--- src/rtl/key_debounce.sv ---
// key_debounce: synchronizes and debounces N raw push-button inputs and
// turns them into clean levels plus single-cycle press, release and
// long-press events. All outputs are registered in the clk domain.
//
// Ports:
//   clk          system clock
//   rst          synchronous, active-high reset
//   key_raw[N]   raw, bouncy, asynchronous button inputs (1 = pressed)
//   key_level[N] debounced key state (1 = pressed)
//   key_press[N] 1-cycle pulse on the cycle key_level rises
//   key_release[N] 1-cycle pulse on the cycle key_level falls
//   key_long[N]  1-cycle pulse, once per press, after LONG_CYCLES held

module key_debounce_lane #(
    parameter int unsigned DEBOUNCE_CYCLES = 500000,
    parameter int unsigned LONG_CYCLES     = 50000000
) (
    input  logic clk,
    input  logic rst,
    input  logic key_raw,
    output logic key_level,
    output logic key_press,
    output logic key_release,
    output logic key_long
);
    localparam logic [31:0] DB_LAST   = 32'(DEBOUNCE_CYCLES - 1);
    localparam logic [31:0] LONG_LAST = 32'(LONG_CYCLES - 1);

    // Bit 1 of the encoding is the debounced level, bit 0 means "counting".
    typedef enum logic [1:0] {
        IDLE      = 2'b00,
        ARMING_HI = 2'b01,
        HELD      = 2'b10,
        ARMING_LO = 2'b11
    } state_t;

    state_t      state, state_nxt;
    logic        sync1, sync2;
    logic [31:0] cnt, cnt_nxt;
    logic [31:0] hold, hold_nxt;
    logic        fired, fired_nxt;
    logic        press_nxt, release_nxt, long_nxt;

    assign key_level = state[1];

    always_comb begin
        state_nxt   = state;
        cnt_nxt     = cnt;
        hold_nxt    = hold;
        fired_nxt   = fired;
        press_nxt   = 1'b0;
        release_nxt = 1'b0;
        long_nxt    = 1'b0;

        // Debounce: any sample equal to the current level restarts the count.
        if (sync2 == state[1]) begin
            cnt_nxt   = '0;
            state_nxt = state[1] ? HELD : IDLE;
        end else if (cnt == DB_LAST) begin
            cnt_nxt     = '0;
            state_nxt   = sync2 ? HELD : IDLE;
            press_nxt   = sync2;
            release_nxt = ~sync2;
        end else begin
            cnt_nxt   = cnt + 32'd1;
            state_nxt = state[1] ? ARMING_LO : ARMING_HI;
        end

        // Long-press: runs on the registered level, so counting starts the
        // edge after the press. A release on the terminal edge wins.
        if (!state[1]) begin
            hold_nxt  = '0;
            fired_nxt = 1'b0;
        end else if (!fired) begin
            if (hold == LONG_LAST) begin
                if (!release_nxt) begin
                    long_nxt  = 1'b1;
                    fired_nxt = 1'b1;
                end
            end else begin
                hold_nxt = hold + 32'd1;
            end
        end
    end

    always_ff @(posedge clk) begin
        if (rst) begin
            state       <= IDLE;
            sync1       <= 1'b0;
            sync2       <= 1'b0;
            cnt         <= '0;
            hold        <= '0;
            fired       <= 1'b0;
            key_press   <= 1'b0;
            key_release <= 1'b0;
            key_long    <= 1'b0;
        end else begin
            state       <= state_nxt;
            sync1       <= key_raw;
            sync2       <= sync1;
            cnt         <= cnt_nxt;
            hold        <= hold_nxt;
            fired       <= fired_nxt;
            key_press   <= press_nxt;
            key_release <= release_nxt;
            key_long    <= long_nxt;
        end
    end
endmodule

module key_debounce #(
    parameter int          N               = 4,
    parameter int unsigned DEBOUNCE_CYCLES = 500000,
    parameter int unsigned LONG_CYCLES     = 50000000
) (
    input  logic         clk,
    input  logic         rst,
    input  logic [N-1:0] key_raw,
    output logic [N-1:0] key_level,
    output logic [N-1:0] key_press,
    output logic [N-1:0] key_release,
    output logic [N-1:0] key_long
);
    for (genvar i = 0; i < N; i++) begin : g_key
        key_debounce_lane #(
            .DEBOUNCE_CYCLES(DEBOUNCE_CYCLES),
            .LONG_CYCLES    (LONG_CYCLES)
        ) u_lane (
            .clk        (clk),
            .rst        (rst),
            .key_raw    (key_raw[i]),
            .key_level  (key_level[i]),
            .key_press  (key_press[i]),
            .key_release(key_release[i]),
            .key_long   (key_long[i])
        );
    end
endmodule

--- config.mk ---
export PLATFORM = sky130hd
export DESIGN_NAME = key_debounce
export DESIGN_NICKNAME = d
export VERILOG_FILES = /design/src/rtl/key_debounce.sv
export SDC_FILE = /design/constraint.sdc
export NUM_CORES = 1
export LEC_CHECK = 0
export BUFFER_PORTS_ARGS = -buffer_cell sky130_fd_sc_hd__buf_2
export CORE_ASPECT_RATIO = 1.4
export CORE_MARGIN = 2
export CORE_UTILIZATION = 63
export DETAILED_ROUTE_END_ITERATION = 12
export PLACE_DENSITY = 0.77
export REMOVE_ABC_BUFFERS = 1
export SLEW_MARGIN = 30
export SYNTH_ARGS = -nofsm -noshare
export SYNTH_HDL_FRONTEND = slang
export SYNTH_HIERARCHICAL = 1
export SYNTH_SLANG_ARGS = --single-unit
--- constraint.sdc ---
create_clock -name clk -period 2.5 [get_ports clk]
set_input_delay 0.5 -clock clk [delete_from_list [all_inputs] [get_ports clk]]
set_output_delay 0.5 -clock clk [all_outputs]
set_load 0.05 [all_outputs]
; ---- Yosys cells after proc, flatten, opt, wreduce, memory -nomap -nowiden
; Index checks and enable logic that the tools add are counted.
[op_classes]
n_mux = 40
bitwise = 20
n_eq_ne = 12
n_reduce_logical = 20
addsub = 8
[op_table]
columns = cell, n
row1 = "adder 32 x 1 -> 32 bit, second input constant", 8
row2 = "equality test 32 x 19 -> 1 bit, second input constant", 4
row3 = "equality test 32 x 26 -> 1 bit, second input constant", 4
row4 = two-way mux 2 bit, 20
row5 = OR reduction 3 bit, 12
row6 = two-way mux 1 bit, 20
row7 = NOT 1 bit, 20
row8 = AND reduction 2 bit, 4
row9 = OR reduction 2 bit, 4
row10 = equality test 1 bit, 4
[word_totals]
inputBits = 6
elab_cells = 136
ff_bits = 288
output_inout_bits = 16

; ---- Logic depth before layout (Yosys ltp)
[logic_depth]
word_depth = 6
depth_mapped = 8
depth_no_buf = 6

; ---- Hierarchy
; The synthesis kept the hierarchy.
[by_module_without_submodules]
columns = module, cells_each, seq_area_each_um2, n_inst, area_per_inst_um2
row1 = key_debounce_lane at g_key[0].u_lane ..., 370, 1421.4, 3, 3290.7
row2 = key_debounce_lane at g_key[3].u_lane, 385, 1421.4, 1, 3379.5

; ---- Worst setup path before layout
; Ideal clock, no wire load.
[synth_timing]
kind = register to register
start = register g_key[0].u_lane.cnt[29]
end = register g_key[0].u_lane.cnt[5]
setup_ns = 0.115
t_arrival_ns = 1.627
path_slack_ns = 0.758
period_less_slack_ns = 1.742
required_ns = 2.385
n_path_buf = 2
stages_incl_launch_ff = 8
path_cell_list = dfxtp_1 -> nor4b_1 -> nand4_1 -> or4_1 -> buf_4 -> nand2_8 -> buf_12 -> nor2_2
[synth_via]
elab_chain_len = 2
[synth_lines]
columns = element, line
row1 = start: declaration, 39  ; logic [31:0] cnt, cnt_nxt;
row2 = start signal: assignment, 101  ; cnt <= cnt_nxt;
row3 = equality test 32 x 19 -> 1 bit, 59  ; end else if (cnt == DB_LAST) begin
row4 = OR reduction 3 bit (no line), n/a
; No other way between the ends.
; A chain may end at the register's enable or synchronous reset.

; ---- Final worst setup path
[layout_timing]
start = register g_key[1].u_lane.cnt[0]
end = register g_key[1].u_lane.cnt[12]
[layout_via]
elab_chain_len = 2
word_cells_on_any_way = 3
cone_classes = add/sub: 1 / eq/ne: 1 / reduce/logical: 1
[layout_lines]
columns = element, line
row1 = start: declaration, 39
row2 = start signal: assignment, 101
row3 = branches (longest 2 deep; another with adder 32 x 1 -> 32 bit), n/a
; Parallel ways; which one is timed is not known.

==> run_results.csv <==
group,metric,value,unit
run_status,outcome,"finished clean",
synthesis,yosys_warnings,6,
route,viasPerCell,5.85,
route,num_vias,10500,
critical_path,r2r_cells,5,
critical_path,critPathLaunchType,"flip-flop",
min_path,hp-class,"in2reg",
floorplanning,dieArea,22200,um^2
synthesis,synth.area.top_cells,"dfxtp_1 (43%), xor2_1 (6.1%), xnor2_1 (5.9%)",
finish,seq_area,5690,um^2
sta,fin_ws,0.380,ns
synthesis,synth_cell_types,58,
global_route,grt_pass1_wl,45600,um
synthesis,synth_top_area_cell,"dfxtp_1",
critical_path,crit_type,"reg2reg",
global_route,antenna_found_initial,0,
synthesis,synth-seq-area-share,0.429,
route,drt_iter0_drc,483,
route,route.detailed.drc,0,
finish,filler_cell_count,1654,
synthesis,async_flop_share,0,
placed_design,gp_congestion,0.836,
sta,final.setup.tns,0,ns
finish,final_nets,1526,
pwr,power.leakage,4.52,nW
sta,tightest_slew,0.556,ns
clocking,cts_resized,0,
critical_path,cp_data_required_time,2.92,ns
clocking,cts_tree,"built",
route,postRouteAntennaNets,0,
sta,rsz0062_at_grt,"false",
pwr,p_per_area,615,nW/um^2
finish,multi_input_area,7080,um^2
sta,setup_viol,0,
synthesis,syn-mean-instance-area,8.86,um^2
clocking,numCtsBuffers,29,
flow_run,drv_cap,0,
synthesis,syn_area,13300,um^2
min_path,whs_path_depth,2,
finish,diodes,0,
floorplanning,num_rows,62,
synthesis,synth_top_cell_area_share,0.429,
route,wl_per_cell,14.2,um
critical_path,worstSetupEndpointType,"flip-flop",
finish,area_growth,8.90,%
synthesis,synth.most_common_cell,"dfxtp_1",
global_route,overflow,0,
sta,max_slew_margin,0.626,
clocking,cts_buffer_depth,3,
synthesis,synth_flop_cell,"dfxtp_1",
floorplanning,die_y,176,um
clocking,root_buffer,"clkbuf_16",
placed_design,hpwlAfterDp,17000,um
sta,hold_viol_final,0,
clocking,clk_latency,0.54,ns
route,routed_wl,25500,um
sta,period_needed,2.12,ns
clocking,cts-hold-fix-buffers,0,
pwr,ir_drop,0.575,mV
placed_design,portBuffers,21,
clocking,h-tree-depth,1,
sta,slew_violations,0,
floorplanning,core-area,20600,um^2
clocking,cts_sinks,284,
synthesis,synthCells,1495,
synthesis,netlist_top_cells_count,"dfxtp_1 (284), nor2_1 (206), xor2_1 (93)",
clocking,post_cts_buffers,0,
placed_design,dp_slack,0.372,ns
finish,drive_gt1_frac,0.115,
sta,max_freq,0.472,GHz
sta,clock_skew,0.0138,ns
critical_path,cp_max_fo,31,
global_route,grt_pass1_vias,10300,
floorplanning,die_w,127,um
synthesis,synth_edf_count,0,
route,dr.pass1.iters,5,
clocking,clkTransAtPathRegs,0.06,ns
critical_path,crit_arrival,2.54,ns
synthesis,synth-seq-cells,284,
floorplanning,ioPinCount,22,
sta,timing.final.crit_share,0.848,
global_route,grt_util_all_layers,0.232,
global_route,grt_max_degree,34,
floorplanning,start_util,0.645,
stage by stage:
stage / cell area (um^2) / hold slack [ns] / cells / utilization / power [W]
floorplan: 12900 / 0.414 / 1435 / - / 0.00466
global placement: 13500 / 0.419 / 1737 / 0.656 / 0.00468
detailed placement: 13500 / 0.431 / 1737 / 0.656 / 0.00469
CTS: 14400 / 0.157 / 1791 / 0.702 / 0.00898
global route: 14400 / 0.164 / 1791 / 0.702 / 0.00918
finish: 14400 / 0.168 / 1791 / 0.702 / 0.00888
routing by layer:
metal | up-vias | GRT usage | wire [um]
met5 | - | 0 | 0
met4 | 0 | 0.0623 | 374
met3 | 36 | 0.0253 | 527
met2 | 84 | 0.428 | 13300
met1 | 5000 | 0.286 | 11300
li1 | 5352 | - | -
worst max-delay path: stages, from the launching register on:
cell and delay [ns]:
dfxtp_1 0.38, ha_1 0.23, nand4_1 0.29, or4_1 0.71, nand2_8 0.30, nor2_1 0.08
where the power goes:
part / switching (W) / internal [W]
sequential: 0.00000635 / 0.00453
clock: 0.00179 / 0.00250
combinational: 0.0000303 / 0.0000143
path summary, 6_finish.rpt:
kind	start	endpoint	slack (ns)
setup reg to reg	g_key[1].u_lane/cnt[0]$_SDFF_PP0_	g_key[1].u_lane/cnt[12]$_SDFF_PP0_	0.38
hold / removal	key_raw[3]	g_key[3].u_lane/sync1$_SDFF_PP0_	0.17
hold reg to reg	g_key[1].u_lane/sync1$_SDFF_PP0_	g_key[1].u_lane/sync2$_SDFF_PP0_	0.45
setup / recovery	g_key[1].u_lane/cnt[0]$_SDFF_PP0_	g_key[1].u_lane/cnt[12]$_SDFF_PP0_	0.38
area by class of cell:
cell class              count  area share
clock buffers              34      0.0530
repair buffers             46      0.0203
clock inverters            20      0.0132
well taps                 256      0.0222
inverters                  27     0.00702
multi-input cells        1124       0.490
flip-flops and latches    284       0.394
kinds of logic (layout without fill, tap and decap cells):
| logic type | after synthesis | after routing | synth area share |
|---|---|---|---|
| fa+ha+maj | 8 | 8 | 0.00755 |
| buf+inv | 87 | 127 | 0.0369 |
| xor+xnor | 182 | 182 | 0.120 |
| flops | 284 | 284 | 0.429 |
| compound gates | 139 | 139 | 0.0601 |
| mux | 3 | 3 | 0.00227 |
| simple gates | 792 | 792 | 0.344 |
state kept, by name (all words and copies together) (netlist names):
| name | flops |
|---|---|
| g_key.u_lane/cnt | 128 |
| g_key.u_lane/fired | 4 |
| g_key.u_lane/hold | 128 |
| g_key.u_lane/key_long | 4 |
| g_key.u_lane/key_press | 4 |
| g_key.u_lane/key_release | 4 |
| g_key.u_lane/state | 4 |
| g_key.u_lane/sync1 | 4 |
| g_key.u_lane/sync2 | 4 |
layout by cell type (no fill, tap or decap), drive strengths merged, types with 40 or more instances in the layout:
cell type,netlist,routed
dfxtp,284,284
nor2,237,237
xor2,93,93
nand2,90,90
xnor2,89,89
nand4,89,89
nand3,86,86
a21oi,58,58
o21ai,58,58
nor4,55,55
nor3,51,51
buf,44,46
or3,40,40
(Power assumes the default switching activity.)
